$ cat config.mk
export PLATFORM = sky130hd
export DESIGN_NAME = ex_alu_stage_flat
export DESIGN_NICKNAME = d
export VERILOG_FILES = /design/src/rtl/ex_alu_stage_if.sv /design/src/rtl/ex_alu_stage.sv /design/src/flat_wrapper.sv
export SDC_FILE = /design/constraint.sdc
export NUM_CORES = 1
export LEC_CHECK = 0
export ABC_CLOCK_PERIOD_IN_PS = 3820
export CAP_MARGIN = 10
export CORE_ASPECT_RATIO = 1.1
export CORE_MARGIN = 2
export CORE_UTILIZATION = 48
export CTS_CLUSTER_SIZE = 25
export DETAILED_ROUTE_END_ITERATION = 10
export GPL_ROUTABILITY_DRIVEN = 0
export PLACE_DENSITY = 0.73
export SYNTH_ARGS = -nofsm -noshare
export SYNTH_HDL_FRONTEND = slang
export SYNTH_SLANG_ARGS = --single-unit
$ cat constraint.sdc
create_clock -name clk -period 3.82 [get_ports clk]
set_clock_uncertainty 0.2 [all_clocks]
set_input_delay 1.146 -clock clk [delete_from_list [all_inputs] [get_ports clk]]
set_output_delay 1.146 -clock clk [all_outputs]
set_load 0.01 [all_outputs]
$ cat src/rtl/ex_alu_stage_if.sv
// EX-stage bus: instruction/operand inputs from decode and the registered EX/MEM outputs.
// The master side drives the instruction; the slave side (the ALU stage) drives the results.
interface ex_alu_stage_if #(
  parameter int WIDTH   = 32,
  parameter int RD_BITS = 5
);
  logic               in_valid;
  logic               stall;
  logic               flush;
  logic [3:0]         alu_ctrl;
  logic [WIDTH-1:0]   op_a;
  logic [WIDTH-1:0]   op_b;
  logic               is_beq;
  logic               is_bne;
  logic [RD_BITS-1:0] rd_in;
  logic               reg_write_in;

  logic               out_valid;
  logic [WIDTH-1:0]   alu_result;
  logic               zero;
  logic               overflow;
  logic               illegal;
  logic               branch_taken;
  logic [RD_BITS-1:0] rd_out;
  logic               reg_write_out;

  modport master (
    output in_valid, stall, flush, alu_ctrl, op_a, op_b,
           is_beq, is_bne, rd_in, reg_write_in,
    input  out_valid, alu_result, zero, overflow, illegal,
           branch_taken, rd_out, reg_write_out
  );

  modport slave (
    input  in_valid, stall, flush, alu_ctrl, op_a, op_b,
           is_beq, is_bne, rd_in, reg_write_in,
    output out_valid, alu_result, zero, overflow, illegal,
           branch_taken, rd_out, reg_write_out
  );
endinterface

$ cat src/rtl/ex_alu_stage.sv
// Execute-stage ALU with branch resolution and the EX/MEM pipeline register.
// Priority at each edge: reset > flush > stall > capture; a non-valid capture is a bubble.
module ex_alu_stage #(
  parameter int WIDTH   = 32,
  parameter int RD_BITS = 5
) (
  input logic          clk,
  input logic          reset,
  ex_alu_stage_if.slave bus
);

  logic [WIDTH-1:0]   w_sum;
  logic [WIDTH-1:0]   w_diff;
  logic               w_ovfAdd;
  logic               w_ovfSub;
  logic               w_slt;
  logic [WIDTH-1:0]   w_result;
  logic               w_overflow;
  logic               w_badCode;
  logic               w_illegal;
  logic               w_zero;
  logic               w_branch;
  logic               w_regWrite;

  logic               r_outValid;
  logic [WIDTH-1:0]   r_aluResult;
  logic               r_zero;
  logic               r_overflow;
  logic               r_illegal;
  logic               r_branchTaken;
  logic [RD_BITS-1:0] r_rdOut;
  logic               r_regWrite;

  assign w_sum    = bus.op_a + bus.op_b;
  assign w_diff   = bus.op_a - bus.op_b;
  assign w_ovfAdd = (bus.op_a[WIDTH-1] == bus.op_b[WIDTH-1]) &&
                    (w_sum[WIDTH-1]    != bus.op_a[WIDTH-1]);
  assign w_ovfSub = (bus.op_a[WIDTH-1] != bus.op_b[WIDTH-1]) &&
                    (w_diff[WIDTH-1]   != bus.op_a[WIDTH-1]);
  // Correcting the difference sign with the overflow bit keeps SLT exact at the extremes.
  assign w_slt    = w_diff[WIDTH-1] ^ w_ovfSub;

  always_comb begin
    w_result   = '0;
    w_overflow = 1'b0;
    w_badCode  = 1'b0;
    case (bus.alu_ctrl)
      4'b0000: begin
        w_result   = w_sum;
        w_overflow = w_ovfAdd;
      end
      4'b0001: begin
        w_result   = w_diff;
        w_overflow = w_ovfSub;
      end
      4'b0010: w_result = bus.op_a & bus.op_b;
      4'b0011: w_result = bus.op_a | bus.op_b;
      4'b0100: w_result = bus.op_a ^ bus.op_b;
      4'b0101: w_result = ~(bus.op_a | bus.op_b);
      4'b0110: w_result = {{(WIDTH-1){1'b0}}, w_slt};
      default: w_badCode = 1'b1;
    endcase
  end

  // A BEQ and BNE asserted together is a malformed decode, reported as illegal.
  assign w_illegal  = w_badCode || (bus.is_beq && bus.is_bne);
  assign w_zero     = (w_result == '0);
  assign w_branch   = !w_illegal &&
                      ((bus.is_beq && w_zero) || (bus.is_bne && !w_zero));
  assign w_regWrite = bus.reg_write_in && !w_overflow && !w_illegal;

  always_ff @(posedge clk or posedge reset) begin
    if (reset) begin
      r_outValid    <= 1'b0;
      r_aluResult   <= '0;
      r_zero        <= 1'b0;
      r_overflow    <= 1'b0;
      r_illegal     <= 1'b0;
      r_branchTaken <= 1'b0;
      r_rdOut       <= '0;
      r_regWrite    <= 1'b0;
    end else if (bus.flush || (!bus.stall && !bus.in_valid)) begin
      r_outValid    <= 1'b0;
      r_aluResult   <= '0;
      r_zero        <= 1'b0;
      r_overflow    <= 1'b0;
      r_illegal     <= 1'b0;
      r_branchTaken <= 1'b0;
      r_rdOut       <= '0;
      r_regWrite    <= 1'b0;
    end else if (!bus.stall) begin
      r_outValid    <= 1'b1;
      r_aluResult   <= w_result;
      r_zero        <= w_zero;
      r_overflow    <= w_overflow;
      r_illegal     <= w_illegal;
      r_branchTaken <= w_branch;
      r_rdOut       <= bus.rd_in;
      r_regWrite    <= w_regWrite;
    end
  end

  assign bus.out_valid     = r_outValid;
  assign bus.alu_result    = r_aluResult;
  assign bus.zero          = r_zero;
  assign bus.overflow      = r_overflow;
  assign bus.illegal       = r_illegal;
  assign bus.branch_taken  = r_branchTaken;
  assign bus.rd_out        = r_rdOut;
  assign bus.reg_write_out = r_regWrite;

endmodule

$ cat src/flat_wrapper.sv
// flat-port wrapper written by rule: the top's interface ports become plain ports
module ex_alu_stage_flat 
#(
  parameter int WIDTH   = 32,
  parameter int RD_BITS = 5
)
  (clk, reset, bus_in_valid, bus_stall, bus_flush, bus_alu_ctrl, bus_op_a, bus_op_b, bus_is_beq, bus_is_bne, bus_rd_in, bus_reg_write_in, bus_out_valid, bus_alu_result, bus_zero, bus_overflow, bus_illegal, bus_branch_taken, bus_rd_out, bus_reg_write_out);
  ex_alu_stage_if #(.WIDTH(WIDTH), .RD_BITS(RD_BITS)) bus_i ();
  input logic clk;
  input logic reset;
  input wire logic [$bits(bus_i.in_valid)-1:0] bus_in_valid;
  input wire logic [$bits(bus_i.stall)-1:0] bus_stall;
  input wire logic [$bits(bus_i.flush)-1:0] bus_flush;
  input wire logic [$bits(bus_i.alu_ctrl)-1:0] bus_alu_ctrl;
  input wire logic [$bits(bus_i.op_a)-1:0] bus_op_a;
  input wire logic [$bits(bus_i.op_b)-1:0] bus_op_b;
  input wire logic [$bits(bus_i.is_beq)-1:0] bus_is_beq;
  input wire logic [$bits(bus_i.is_bne)-1:0] bus_is_bne;
  input wire logic [$bits(bus_i.rd_in)-1:0] bus_rd_in;
  input wire logic [$bits(bus_i.reg_write_in)-1:0] bus_reg_write_in;
  output wire logic [$bits(bus_i.out_valid)-1:0] bus_out_valid;
  output wire logic [$bits(bus_i.alu_result)-1:0] bus_alu_result;
  output wire logic [$bits(bus_i.zero)-1:0] bus_zero;
  output wire logic [$bits(bus_i.overflow)-1:0] bus_overflow;
  output wire logic [$bits(bus_i.illegal)-1:0] bus_illegal;
  output wire logic [$bits(bus_i.branch_taken)-1:0] bus_branch_taken;
  output wire logic [$bits(bus_i.rd_out)-1:0] bus_rd_out;
  output wire logic [$bits(bus_i.reg_write_out)-1:0] bus_reg_write_out;
  assign bus_i.in_valid = bus_in_valid;
  assign bus_i.stall = bus_stall;
  assign bus_i.flush = bus_flush;
  assign bus_i.alu_ctrl = bus_alu_ctrl;
  assign bus_i.op_a = bus_op_a;
  assign bus_i.op_b = bus_op_b;
  assign bus_i.is_beq = bus_is_beq;
  assign bus_i.is_bne = bus_is_bne;
  assign bus_i.rd_in = bus_rd_in;
  assign bus_i.reg_write_in = bus_reg_write_in;
  assign bus_out_valid = bus_i.out_valid;
  assign bus_alu_result = bus_i.alu_result;
  assign bus_zero = bus_i.zero;
  assign bus_overflow = bus_i.overflow;
  assign bus_illegal = bus_i.illegal;
  assign bus_branch_taken = bus_i.branch_taken;
  assign bus_rd_out = bus_i.rd_out;
  assign bus_reg_write_out = bus_i.reg_write_out;
  ex_alu_stage #(.WIDTH(WIDTH), .RD_BITS(RD_BITS)) u_core (.clk(clk), .reset(reset), .bus(bus_i));
endmodule
==> impl_metrics.csv, run 1 <==
group,metric,value,unit
yosys,synth-main-ff-cell,"dfrtp_1",
clock_network,htree_levels,2,
yosys,synthTopCellsByCount,"ha_1, nor2_1, nand2_1, inv_1, a21oi_1",
yosys,synth_seq_cells,43,
yosys,yosysSeqAreaShare,0.1362,
yosys,async_flop_share,1.000,
clock_network,ctsHoldBuffers,0,
floorplanning,pin_count,124,
sta,worst_endpoint,"u_core.bus.branch_taken$_DFFE_PP0P_/D",
yosys,ys_types,85,
yosys,yosys.area.top_type,"ha_1",
clock_network,cts_root_buffer,"clkbuf_16",
yosys,synthCells,1089,
floorplanning,rows,49,
floorplanning,die_w,126.3,µm
yosys,synth_edf_count,0,
sta,endpoint_type,"register input",
global_route,grt_max_degree,44,
yosys,postSynthAreaPerCell,7.252,µm²
yosys,synth_fp_nets,1283,
yosys,yosys_warnings,0,
global_route,grtUsageTotal,0.6754,
outcome,stop_stage,"global routing (5_1_grt)",
placement,placed_area,12290,µm²
outcome,tool.error,"[ERROR GRT-0232] Routing congestion too high. Check the congestion heatmap in the GUI.",
floorplanning,die_y,138.5,µm
global_route,grt_overflow,76,
yosys,synth_top_cell_area_share,0.1743,
floorplanning,start_util,0.4861,
yosys,synth.most_common_cell,"ha_1",
placement,hpwl,25480,µm
clock_network,cts_sinks,43,
placement,io_buffers,123,
clock_network,clk_path_buf_depth,2,
outcome,status,"stopped before the end",
yosys,syn-cell-area,7898,µm²
yosys,synthTopCellsByArea,"ha_1, dfrtp_1, a21oi_1",
clock_network,cts_buffers,5,
-- cell families after synthesis --
group,count (synthesis),synth area share
and+or+nand+nor,351,0.2212
buffers and inverters,169,0.08428
adders and majority gates,113,0.1819
DFF,43,0.1362
AOI/OAI and AO/OA,389,0.3466
muxes,15,0.01980
xor gates and xnor gates,9,0.009982
-- per-stage QoR --
| step | util | setup WS, ps | setup TNS, ps | instances | hold WS, ps |
|---|---|---|---|---|---|
| 2_1_floorplan | - | -1438 | -4020 | 1089 | 316.2 |
| 3_3_place_gp | 0.7563 | -2255 | -30510 | 1738 | 263.9 |
| 3_5_place_dp | 0.7563 | -2448 | -32070 | 1738 | 274.0 |
| 4_1_cts | 0.8533 | -1487 | -7016 | 1795 | 290.3 |
-- metal layers --
layer,overflow,track usage
met3,0,0.4541
met2,39,0.8851
met1,0,0.6818
met4,37,0.6663
met5,0,0.1765
-- repair_timing --
action	CTS
setup buffers	51
setup endpoints to repair	30
gates resized for setup	346
pin swaps	65
==> run 2, diff against run 1 <==
CORE_ASPECT_RATIO = default   (was 1.1)
CORE_UTILIZATION = 33   (was 48)
CTS_CLUSTER_SIZE = default   (was 25)
PLACE_DENSITY = default   (was 0.73)
PLACE_DENSITY_LB_ADDON = 0.15   (was default)
==> run 2 against run 1 <==
Net effect:
- the flow now finishes, with violations (setup timing)
- synthesized cell count is the same
- synthesized area did not move
==> impl_metrics.csv, run 2 <==
group,metric,value,unit
outcome,status,"finished, violations left",
outcome,violations,"setup timing",
global_route,grt_max_degree,43,
detailed_routing,wl,34790,µm
finish,drive_gt1_frac,0.4860,
placement,hpwl,26920,µm
sta,fmax,188.0,MHz
yosys,synth_edf_count,0,
detailed_routing,wire_per_inst,17.68,µm
power_and_ir_drop,ir_drop,186.6,µV
yosys,synth.most_common_cell,"ha_1",
sta,tns,-7114,ps
yosys,synthAdderAreaFrac,0.1819,
yosys,yosys.area_share.simple,0.2212,
global_route,grt_antenna_before_repair,0,
detailed_routing,drt_iter0_markers,972,
sta,hold_viol,0,
clock_network,clk_path_buf_depth,2,
yosys,postSynthAreaPerCell,7.252,µm²
yosys,synth_seq_cells,43,
sta,slew_viol_final,0,
finish,antenna_cells,0,
finish,utilization,0.6393,
worst_setup_path,critPathCaptureType,"register",
yosys,synthTopCellsByCount,"ha_1, nor2_1, nand2_1, inv_1, a21oi_1",
yosys,synthCells,1089,
global_route,grt_pass1_wl,55080,µm
yosys,synth-main-ff-cell,"dfrtp_1",
yosys,async_flop_share,1.000,
clock_network,clk_latency,280,ps
sta,finalSetupViolCount,19,
floorplanning,start_util,0.3365,
floorplanning,pin_count,124,
finish,multiInputGateArea,7642,µm²
clock_network,cts_tree,"built",
placement,placed_area,12670,µm²
yosys,synth_top_cell_area_share,0.1743,
job,cap_violations,0,
finish,synthToLayoutAreaGrowth,90.02,%
worst_setup_path,cp_max_fo,3,
floorplanning,core,23470,µm²
yosys,yosys_warnings,0,
yosys,yosys.area.top_type,"ha_1",
finish,fillCellCount,1998,
clock_network,htree_levels,2,
floorplanning,rows,56,
power_and_ir_drop,p_leak,6.827,nW
finish,largest_reg_flops,32,
yosys,synth_mux_area_frac,0.01980,
clock_network,cts_sinks,43,
finish,final_common_cell,"buf_4",
yosys,synthTopCellsByArea,"ha_1, dfrtp_1, a21oi_1",
placement,place_ws,-2515,ps
yosys,synth_fp_nets,1283,
sta,max_slew_margin,0.4913,
finish,fin_area,15010,µm²
worst_setup_path,start_kind,"input port",
yosys,synth_xor_xnor_area_share,0.009981,
floorplanning,die_w,158.7,µm
sta,post-route-min-period,5319,ps
clock_network,cts.clk_slew.worst_paths,60,ps
sta,period_share,1.392,
clock_network,cts_root_buffer,"clkbuf_16",
detailed_routing,postRouteAntennaNets,0,
detailed_routing,drc,0,
worst_setup_path,worstPathArrival,5290,ps
sta,worstMarginPinSlew,758.4,ps
finish,final_cell_mix,"buf_4, nand2_1, nor2_1",
worst_setup_path,path_class,"in2reg",
yosys,syn-cell-area,7898,µm²
clock_network,cts_buffers,5,
yosys,synth-compound-area-share,0.3466,
global_route,grt_pass1_vias,10540,
placement,io_buffers,123,
yosys,ys_types,85,
detailed_routing,dr_total_vias,10720,
yosys,synth_top_family_by_area,"compound AO/OA/AOI/OAI gates",
finish,regArea,1076,µm²
global_route,grtUsageTotal,0.2645,
sta,rsz0062_at_grt,"true",
global_route,grt_overflow,0,
hold_path,hold_path.class,"reg2reg",
detailed_routing,viasPerCell,5.447,
power_and_ir_drop,power_density,201.5,nW/µm²
finish,nets,1841,
detailed_routing,drtPass1Iterations,5,
worst_setup_path,crit_required,3790,ps
floorplanning,die_area,25190,µm²
floorplanning,die_y,158.7,µm
sta,fin_ws,-1499,ps
yosys,yosysSeqAreaShare,0.1362,
run 2: cell counts after synthesis:
Identical to the previous run, type by type.
run 2: worst paths after layout:
check	startpoint	endpoint	slack (ps)	depth (start not counted)
setup / recovery	bus_op_a[21]	u_core.bus.branch_taken	-1500	23
hold / removal	u_core.bus.alu_result[21]	u_core.bus.alu_result[21]	280	2
setup reg to reg	u_core.bus.zero	u_core.bus.zero	2880	1
hold reg to reg	u_core.bus.alu_result[21]	u_core.bus.alu_result[21]	280	2
max in group asynchronous	reset	u_core.bus.alu_result[20]	1710	3
min in group asynchronous	reset	u_core.bus.out_valid	1020	2
run 2: what timing repair did:
item,in CTS,in global routing
gates cloned,0,1
setup endpoints to repair,30,25
setup buffers,58,34
hold buffers,0,0
pin swaps,82,66
resized for setup,377,145
run 2: final cells by class:
type / count / share of cell area
sequential: 43 / 0.07170
timing repair buffer: 626 / 0.3551
tap: 319 / 0.02660
inverter: 94 / 0.02610
multi-input combinational: 877 / 0.5093
clock inverter: 3 / 0.002918
clock buffer: 5 / 0.008337
run 2: logic make-up after synthesis:
kind of cell | after synthesis
compound gates | 389
buf+inv | 169
fa+ha+maj | 113
mux | 15
simple gates | 351
flops | 43
xor+xnor | 9
run 2: power by group:
part | internal, mW | switching (mW)
Combinational | 1.07 | 0.998
Clock | 0.308 | 0.171
Sequential | 0.471 | 0.00970
Total | 1.85 | 1.18
run 2: critical path, stage by stage:
cell and delay (ps):
clkdlybuf4s50_1 480, buf_4 110, inv_1 30, ha_1 290
inv_2 90, nand3_4 110, nor4_4 350, o2bb2ai_2 120
o21bai_1 170, a21oi_2 90, fa_2 350, mux2_4 260
nand3b_1 90, a31oi_1 100, or2_4 270, a2111oi_4 170
and4_1 240, nand3_2 60, nor4_2 130, nand4_1 170
nor4_4 220, a21o_1 170, nand3_1 60
run 2: metal layers:
metal  GRT usage  wire [µm]
met4     0.09716       1425
met2      0.4498      16100
met3     0.02064       2256
met5           0          0
met1      0.3501      15010
run 2: metrics by stage:
stage | hold slack, ps | std cells | power, mW
after detailed placement | 268.9 | 1879 | 2.080
after floorplan | 316.2 | 1089 | 1.224
after global routing | 314.4 | 1967 | 3.192
after global placement | 262.2 | 1879 | 2.070
after CTS | 285.7 | 1942 | 2.861
final | 277.5 | 1967 | 3.024
No activity file was read; power rests on OpenSTA's default activity.
==> run 3, diff against run 2 <==
ABC_AREA = 1   (was default)
==> run 3 against run 2 <==
Net effect:
- the flow still finishes with violations (setup timing)
- synthesized cell count is 42% higher
- die area is 13% higher
- register-to-register slack hardly changed
- hold slack better by 19 ps
- global-route usage is 1.9 points lower
- sequential share of layout area is 0.31 points higher
- clock-buffer cell count is 1 higher
- maximum frequency is 35% higher
- sequential power hardly changed
- utilization is 10 points lower
- setup slack better by 1400 ps
- critical path type unchanged
==> impl_metrics.csv, run 3 <==
group,metric,value,unit
floorplanning,die_area,28540,µm²
finish,final_cell_mix,"nand2_1, buf_4, inv_1",
yosys,synth_xor_xnor_area_share,0.001951,
sta,holdWs,296.2,ps
floorplanning,die_y,168.9,µm
yosys,synth_top_cell_area_share,0.2053,
sta,post-route-min-period,3951,ps
detailed_routing,postRouteAntennaNets,0,
outcome,violations,"setup timing",
power_and_ir_drop,intPower,1.535,mW
yosys,ys_types,43,
worst_setup_path,worstPathArrival,3930,ps
yosys,synth.most_common_cell,"nand2_1",
yosys,synthAdderAreaFrac,0.1600,
clock_network,clk_latency,290,ps
power_and_ir_drop,p_leak,7.934,nW
power_and_ir_drop,seq_power_share,0.181,
detailed_routing,drt_iter0_markers,1013,
global_route,grt_overflow,0,
global_route,grt_max_degree,43,
clock_network,cts.clk_slew.worst_paths,60,ps
yosys,synth-main-ff-cell,"dfrtp_1",
clock_network,cts_buffers,5,
finish,fillCellCount,2763,
detailed_routing,wl,35550,µm
sta,tns,-246.0,ps
yosys,postSynthAreaPerCell,5.814,µm²
sta,slew_viol_final,0,
finish,final_common_cell,"nand2_1",
yosys,synthCells,1544,
clock_network,clk_path_buf_depth,2,
worst_setup_path,worst_r2r_startpoint,"u_core.bus.alu_result[29]",
yosys,yosysSeqAreaShare,0.1199,
power_and_ir_drop,swShare,0.4227,
clock_network,cts_tree,"built",
detailed_routing,drtPass1Iterations,6,
floorplanning,pin_count,124,
sta,fin_ws,-131.2,ps
yosys,synth_edf_count,0,
worst_setup_path,crit_start,"bus_op_b[6]",
yosys,synth_top_family_by_area,"simple AND/OR/NAND/NOR gates",
hold_path,hold_path.class,"reg2reg",
detailed_routing,viasPerCell,4.844,
floorplanning,rows,60,
yosys,yosys.area_share.simple,0.4192,
yosys,synth_seq_cells,43,
worst_setup_path,cp_max_fo,3,
placement,hpwl,29770,µm
sta,finalSetupViolCount,3,
power_and_ir_drop,power_density,184.8,nW/µm²
detailed_routing,wire_per_inst,14.88,µm
sta,fmax,253.1,MHz
yosys,yosys_warnings,0,
sta,worstMarginPinSlew,862.3,ps
worst_setup_path,critPathCaptureType,"register",
placement,io_buffers,123,
sta,rsz0062_at_grt,"true",
finish,synthToLayoutAreaGrowth,60.27,%
global_route,grtUsageTotal,0.2454,
worst_setup_path,path_class,"in2reg",
yosys,async_flop_share,1.000,
clock_network,cts_root_buffer,"clkbuf_16",
finish,drive_gt1_frac,0.3641,
worst_setup_path,start_kind,"input port",
finish,largest_reg_flops,32,
worst_setup_path,crit_required,3800,ps
yosys,syn-cell-area,8976,µm²
placement,place_ws,-1020,ps
clock_network,htree_levels,2,
floorplanning,start_util,0.3349,
global_route,grt_pass1_vias,11100,
finish,nets,2242,
floorplanning,core,26800,µm²
hold_path,hp-start,"u_core.bus.illegal",
sta,period_share,1.034,
yosys,synthTopCellsByCount,"nand2_1, inv_1, nand3_1, ha_1, nor2_1",
floorplanning,die_w,168.9,µm
power_and_ir_drop,ir_drop,174.2,µV
yosys,synth_mux_area_frac,0,
global_route,grt_antenna_before_repair,0,
yosys,synth-compound-area-share,0.1218,
finish,antenna_cells,0,
power_and_ir_drop,switching_power,1.124,mW
detailed_routing,dr_total_vias,11580,
outcome,status,"finished, violations left",
sta,hold_viol,0,
yosys,synth_fp_nets,1738,
yosys,yosys.area.top_type,"nand2_1",
job,cap_violations,0,
detailed_routing,drc,0,
power_and_ir_drop,clockPowerShare,0.154,
clock_network,cts_sinks,43,
global_route,grt_pass1_wl,55810,µm
power_and_ir_drop,comb_power_share,0.665,
clock_network,ctsHoldBuffers,0,
sta,max_slew_margin,0.4216,
yosys,synthTopCellsByArea,"nand2_1, ha_1, inv_1",
## run 3: cell types whose count changed in the layout (fill, tap and decap cells not counted), sizes merged, moves of 30 or more
cell   previous run  this run
nand2            98       512
inv              92       322
nand3            20       159
buf             526       446
a21oi            83        47
o21ai            80        47
nor2            100       130
## run 3: kinds of logic (layout without fill, tap and decap cells)
family,Yosys count,in the layout
DFF,43,43
buffers and inverters,375,880
xor gates and xnor gates,2,2
and+or+nand+nor,843,843
AOI/OAI and AO/OA,168,168
adders and majority gates,113,113
## run 3: repair_timing
action | CTS | global route
setup buffers | 48 | 12
gates resized for setup | 295 | 64
pin swaps | 81 | 61
setup endpoints to repair | 10 | 13
## run 3: power by group through the flow
| stage | sequential [mW] | clock, mW | combinational [mW] |
|---|---|---|---|
| floorplan | 0.496 | 0 | 0.826 |
| global placement | 0.489 | 0 | 1.58 |
| detailed placement | 0.489 | 0 | 1.59 |
| global route | 0.483 | 0.438 | 1.93 |
| CTS | 0.481 | 0.423 | 1.71 |
| finish | 0.481 | 0.410 | 1.77 |
## run 3: path summary, 6_finish.rpt
kind,end,slack (ps),depth (start not counted)
max in group asynchronous,u_core.bus.alu_result[28],1700,3
min in group asynchronous,u_core.bus.rd_out[1],1040,2
setup / recovery,u_core.bus.branch_taken,-130,26
hold / removal,u_core.bus.illegal,300,2
hold reg to reg,u_core.bus.illegal,300,2
setup reg to reg,u_core.bus.alu_result[29],2890,1
## run 3: metrics by stage
stage | instances | utilization | power [mW] | cell area, µm²
final | 2390 | 0.5368 | 2.659 | 14390
after global routing | 2390 | 0.5368 | 2.852 | 14390
after CTS | 2379 | 0.5318 | 2.618 | 14250
after detailed placement | 2324 | 0.4986 | 2.084 | 13360
after global placement | 2324 | 0.4986 | 2.066 | 13360
after floorplan | 1544 | - | 1.322 | 9249
## run 3: routing by layer
| layer | vias to the layer above | global-route usage | wire, µm |
|---|---|---|---|
| met1 | 5256 | 0.3261 | 15760 |
| met4 | 0 | 0.06934 | 971 |
| met2 | 435 | 0.4216 | 16160 |
| li1 | 5820 | - | - |
| met3 | 67 | 0.02502 | 2665 |
| met5 | - | 0 | 0 |
## run 3: worst max-delay path: stages
cell	delay, ps
buf_8	100
inv_6	50
ha_4	210
nor2_4	130
nand2_2	90
nor3_4	230
nand2_2	110
nand2_4	110
nand2_4	50
nand2_2	70
nand2_2	60
buf_4	130
buf_4	120
buf_4	120
buf_4	120
buf_4	120
buf_4	110
buf_4	120
nand3_2	60
nand3_2	80
nor2_2	150
nand2_1	70
nor2_2	150
nand4_1	90
nand3_1	90
nand2_1	50
## run 3: cell type report
type / count / area (µm²) / share of cell area
clock inverter: 2 / 12.51 / 0.0008697
inverter: 326 / 1249 / 0.08680
tap: 341 / 426.7 / 0.02966
sequential: 43 / 1076 / 0.07480
clock buffer: 6 / 128.9 / 0.008958
timing repair buffer: 546 / 4409 / 0.3065
multi-input combinational: 1126 / 7084 / 0.4924
==> run 4, diff against run 3 <==
CTS_BUF_LIST = sky130_fd_sc_hd__clkbuf_4   (was default)
==> run 4 against run 3 <==
Net effect:
- the run still ends with setup timing left
- non-clock buffer count decreased by 18
- global-route usage decreased by 0.34 points
- maximum frequency increased by 1.4%
- routed wire length decreased by 0.57%
- sequential power about the same
- clock power decreased by 44%
- die area unchanged
- critical path depth decreased by 2
- sequential cell count unchanged
- cell count decreased by 0.71%
- register-to-register slack about the same
- critical path type unchanged
- largest power group unchanged
==> impl_metrics.csv, run 4 (same netlist as run 3, synthesis figures left out) <==
group,metric,value,unit
sta,fin_ws,-75.15,ps
detailed_routing,drt_iter0_markers,882,
hold_path,holdPathStages,2,
worst_setup_path,worstPathArrival,4020,ps
sta,finalSetupViolCount,2,
power_and_ir_drop,comb_power_share,0.711,
clock_network,clk_path_buf_depth,2,
sta,worstMarginPinSlew,854.7,ps
clock_network,cts_tree,"built",
global_route,grt_pass1_wl,54940,µm
outcome,violations,"setup timing",
global_route,grt_antenna_before_repair,1,
sta,period_share,1.020,
power_and_ir_drop,finalPower,2.459,mW
worst_setup_path,start_kind,"input port",
finish,fin_area,14120,µm²
hold_path,hold_path.class,"reg2reg",
detailed_routing,viasPerCell,4.841,
sta,max_slew_margin,0.4267,
power_and_ir_drop,clockPowerShare,0.094,
placement,hpwl,29770,µm
worst_setup_path,path_class,"in2reg",
sta,slew_viol_final,0,
floorplanning,start_util,0.3349,
floorplanning,die_w,168.9,µm
clock_network,htree_levels,2,
power_and_ir_drop,ir_drop,116.2,µV
power_and_ir_drop,seq_power_share,0.195,
finish,fin_cells,2373,
detailed_routing,postRouteAntennaNets,0,
worst_setup_path,crit_top_cell,"nand2_2",
detailed_routing,wl,35350,µm
finish,final_cell_mix,"nand2_1, buf_4, inv_1",
global_route,grtUsageTotal,0.2420,
worst_setup_path,worstRegToRegCells,1,
floorplanning,die_area,28540,µm²
finish,nets,2224,
detailed_routing,wire_per_inst,14.90,µm
worst_setup_path,cp_top_family,"simple AND/OR/NAND/NOR gates",
placement,io_buffers,123,
worst_setup_path,cp_max_fo,3,
finish,drive_gt1_frac,0.3653,
global_route,grt_pass1_vias,10980,
power_and_ir_drop,p_leak,7.791,nW
worst_setup_path,crit_buf_inv,4,
worst_setup_path,critical-path-max-stage-delay,580,ps
clock_network,cts_buffers,5,
clock_network,cts.clk_slew.worst_paths,130,ps
detailed_routing,drtPass1Iterations,6,
floorplanning,rows,60,
floorplanning,core,26800,µm²
sta,post-route-min-period,3895,ps
worst_setup_path,critPathCaptureType,"register",
power_and_ir_drop,power_density,174.1,nW/µm²
finish,largest_reg_flops,32,
detailed_routing,dr_total_vias,11490,
finish,final_common_cell,"nand2_1",
clock_network,cts_sinks,43,
clock_network,cts_root_buffer,"clkbuf_4",
power_and_ir_drop,switching_power,1.102,mW
floorplanning,pin_count,124,
sta,rsz0062_at_grt,"true",
worst_setup_path,crit_cells,24,
placement,place_ws,-1020,ps
global_route,grt_overflow,0,
global_route,grt_max_degree,43,
sta,hold_viol,0,
floorplanning,die_y,168.9,µm
detailed_routing,drc,0,
worst_setup_path,path_cells,"buf_8 > inv_4 > ha_4 > nor2_4 > inv_2 > nor3_4 > nand2_2 > nand2_4 > nand2_4 > nand2_2 > nand2_2 > nand2_2 > a21oi_4 > fa_2 > inv_2 > a211oi_2 > nand3_1 > nor2_1 > nand2_1 > nor2_2 > nand3_2 > nand2_1 > nand3_1 > nand2_1",
worst_setup_path,crit_required,3940,ps
worst_setup_path,critPathSlowestCell,"fa_2",
finish,synthToLayoutAreaGrowth,57.30,%
placement,placed_area,13360,µm²
placement,dp_cells,2324,
outcome,status,"finished, violations left",
power_and_ir_drop,swShare,0.4484,
sta,fmax,256.7,MHz
power_and_ir_drop,intPower,1.356,mW
clock_network,ctsHoldBuffers,0,
job,cap_violations,0,
clock_network,clk_latency,360,ps
==> run 4: cell count changes in the layout (fill, tap and decap cells not counted), sizes merged <==
cell	previous run	this run
buf	446	420
clkbuf	23	43
clkdlybuf4s15	16	4
diode	0	1
==> run 4: repair_timing <==
item                       CTS  global route
pin swaps                   54            54
setup endpoints to repair    6             5
setup buffers               23            19
resized for setup          234           137
==> run 4: final timing paths <==
path | start | endpoint | slack, ps
worst max-delay path | bus_op_a[10] | u_core.bus.branch_taken | -80
worst min-delay path | u_core.bus.illegal | u_core.bus.illegal | 310
worst max register to register | u_core.bus.alu_result[29] | u_core.bus.alu_result[29] | 2880
worst min register to register | u_core.bus.illegal | u_core.bus.illegal | 310
max in group asynchronous | reset | u_core.bus.alu_result[28] | 1800
min in group asynchronous | reset | u_core.bus.rd_out[1] | 930
==> run 4: through the flow <==
step,util,hold WS [ps],setup TNS [ps]
finish,0.5268,309.5,-99.51
global placement,0.4986,268.0,-9084
detailed placement,0.4986,279.1,-9734
floorplan,-,313.2,-112.0
global route,0.5268,328.0,-411.5
CTS,0.5199,308.6,-61.80
==> run 4: layout make-up <==
cell class                      instances  area (µm²)
Clock inverter                          2       12.51
Sequential cell                        43        1076
Clock buffer                            6       45.04
Tap cell                              341       426.7
Fill cell                            2803       12680
Inverter                              326        1249
Timing Repair Buffer                  528        4233
Multi-Input combinational cell       1126        7076
Antenna cell                            1       2.502
==> run 4: per-layer routing <==
metal | part of all wire | vias up | GRT usage
met3 | 0.084 | 75 | 0.02829
met1 | 0.44 | 5155 | 0.3218
met2 | 0.45 | 466 | 0.4081
li1 | - | 5792 | -
met4 | 0.033 | 0 | 0.07834
met5 | 0 | - | 0
==> run 4: worst min-delay path: stages (launching register included) <==
cell     delay (ps)
dfrtp_1         370
nand2_1          50
o21ai_0          60
==> run 4: power groups by stage <==
stage,combinational [mW],sequential [mW],clock [mW]
floorplan,0.826,0.496,0
global placement,1.58,0.489,0
detailed placement,1.59,0.489,0
CTS,1.68,0.480,0.238
global route,1.91,0.482,0.253
finish,1.75,0.480,0.231
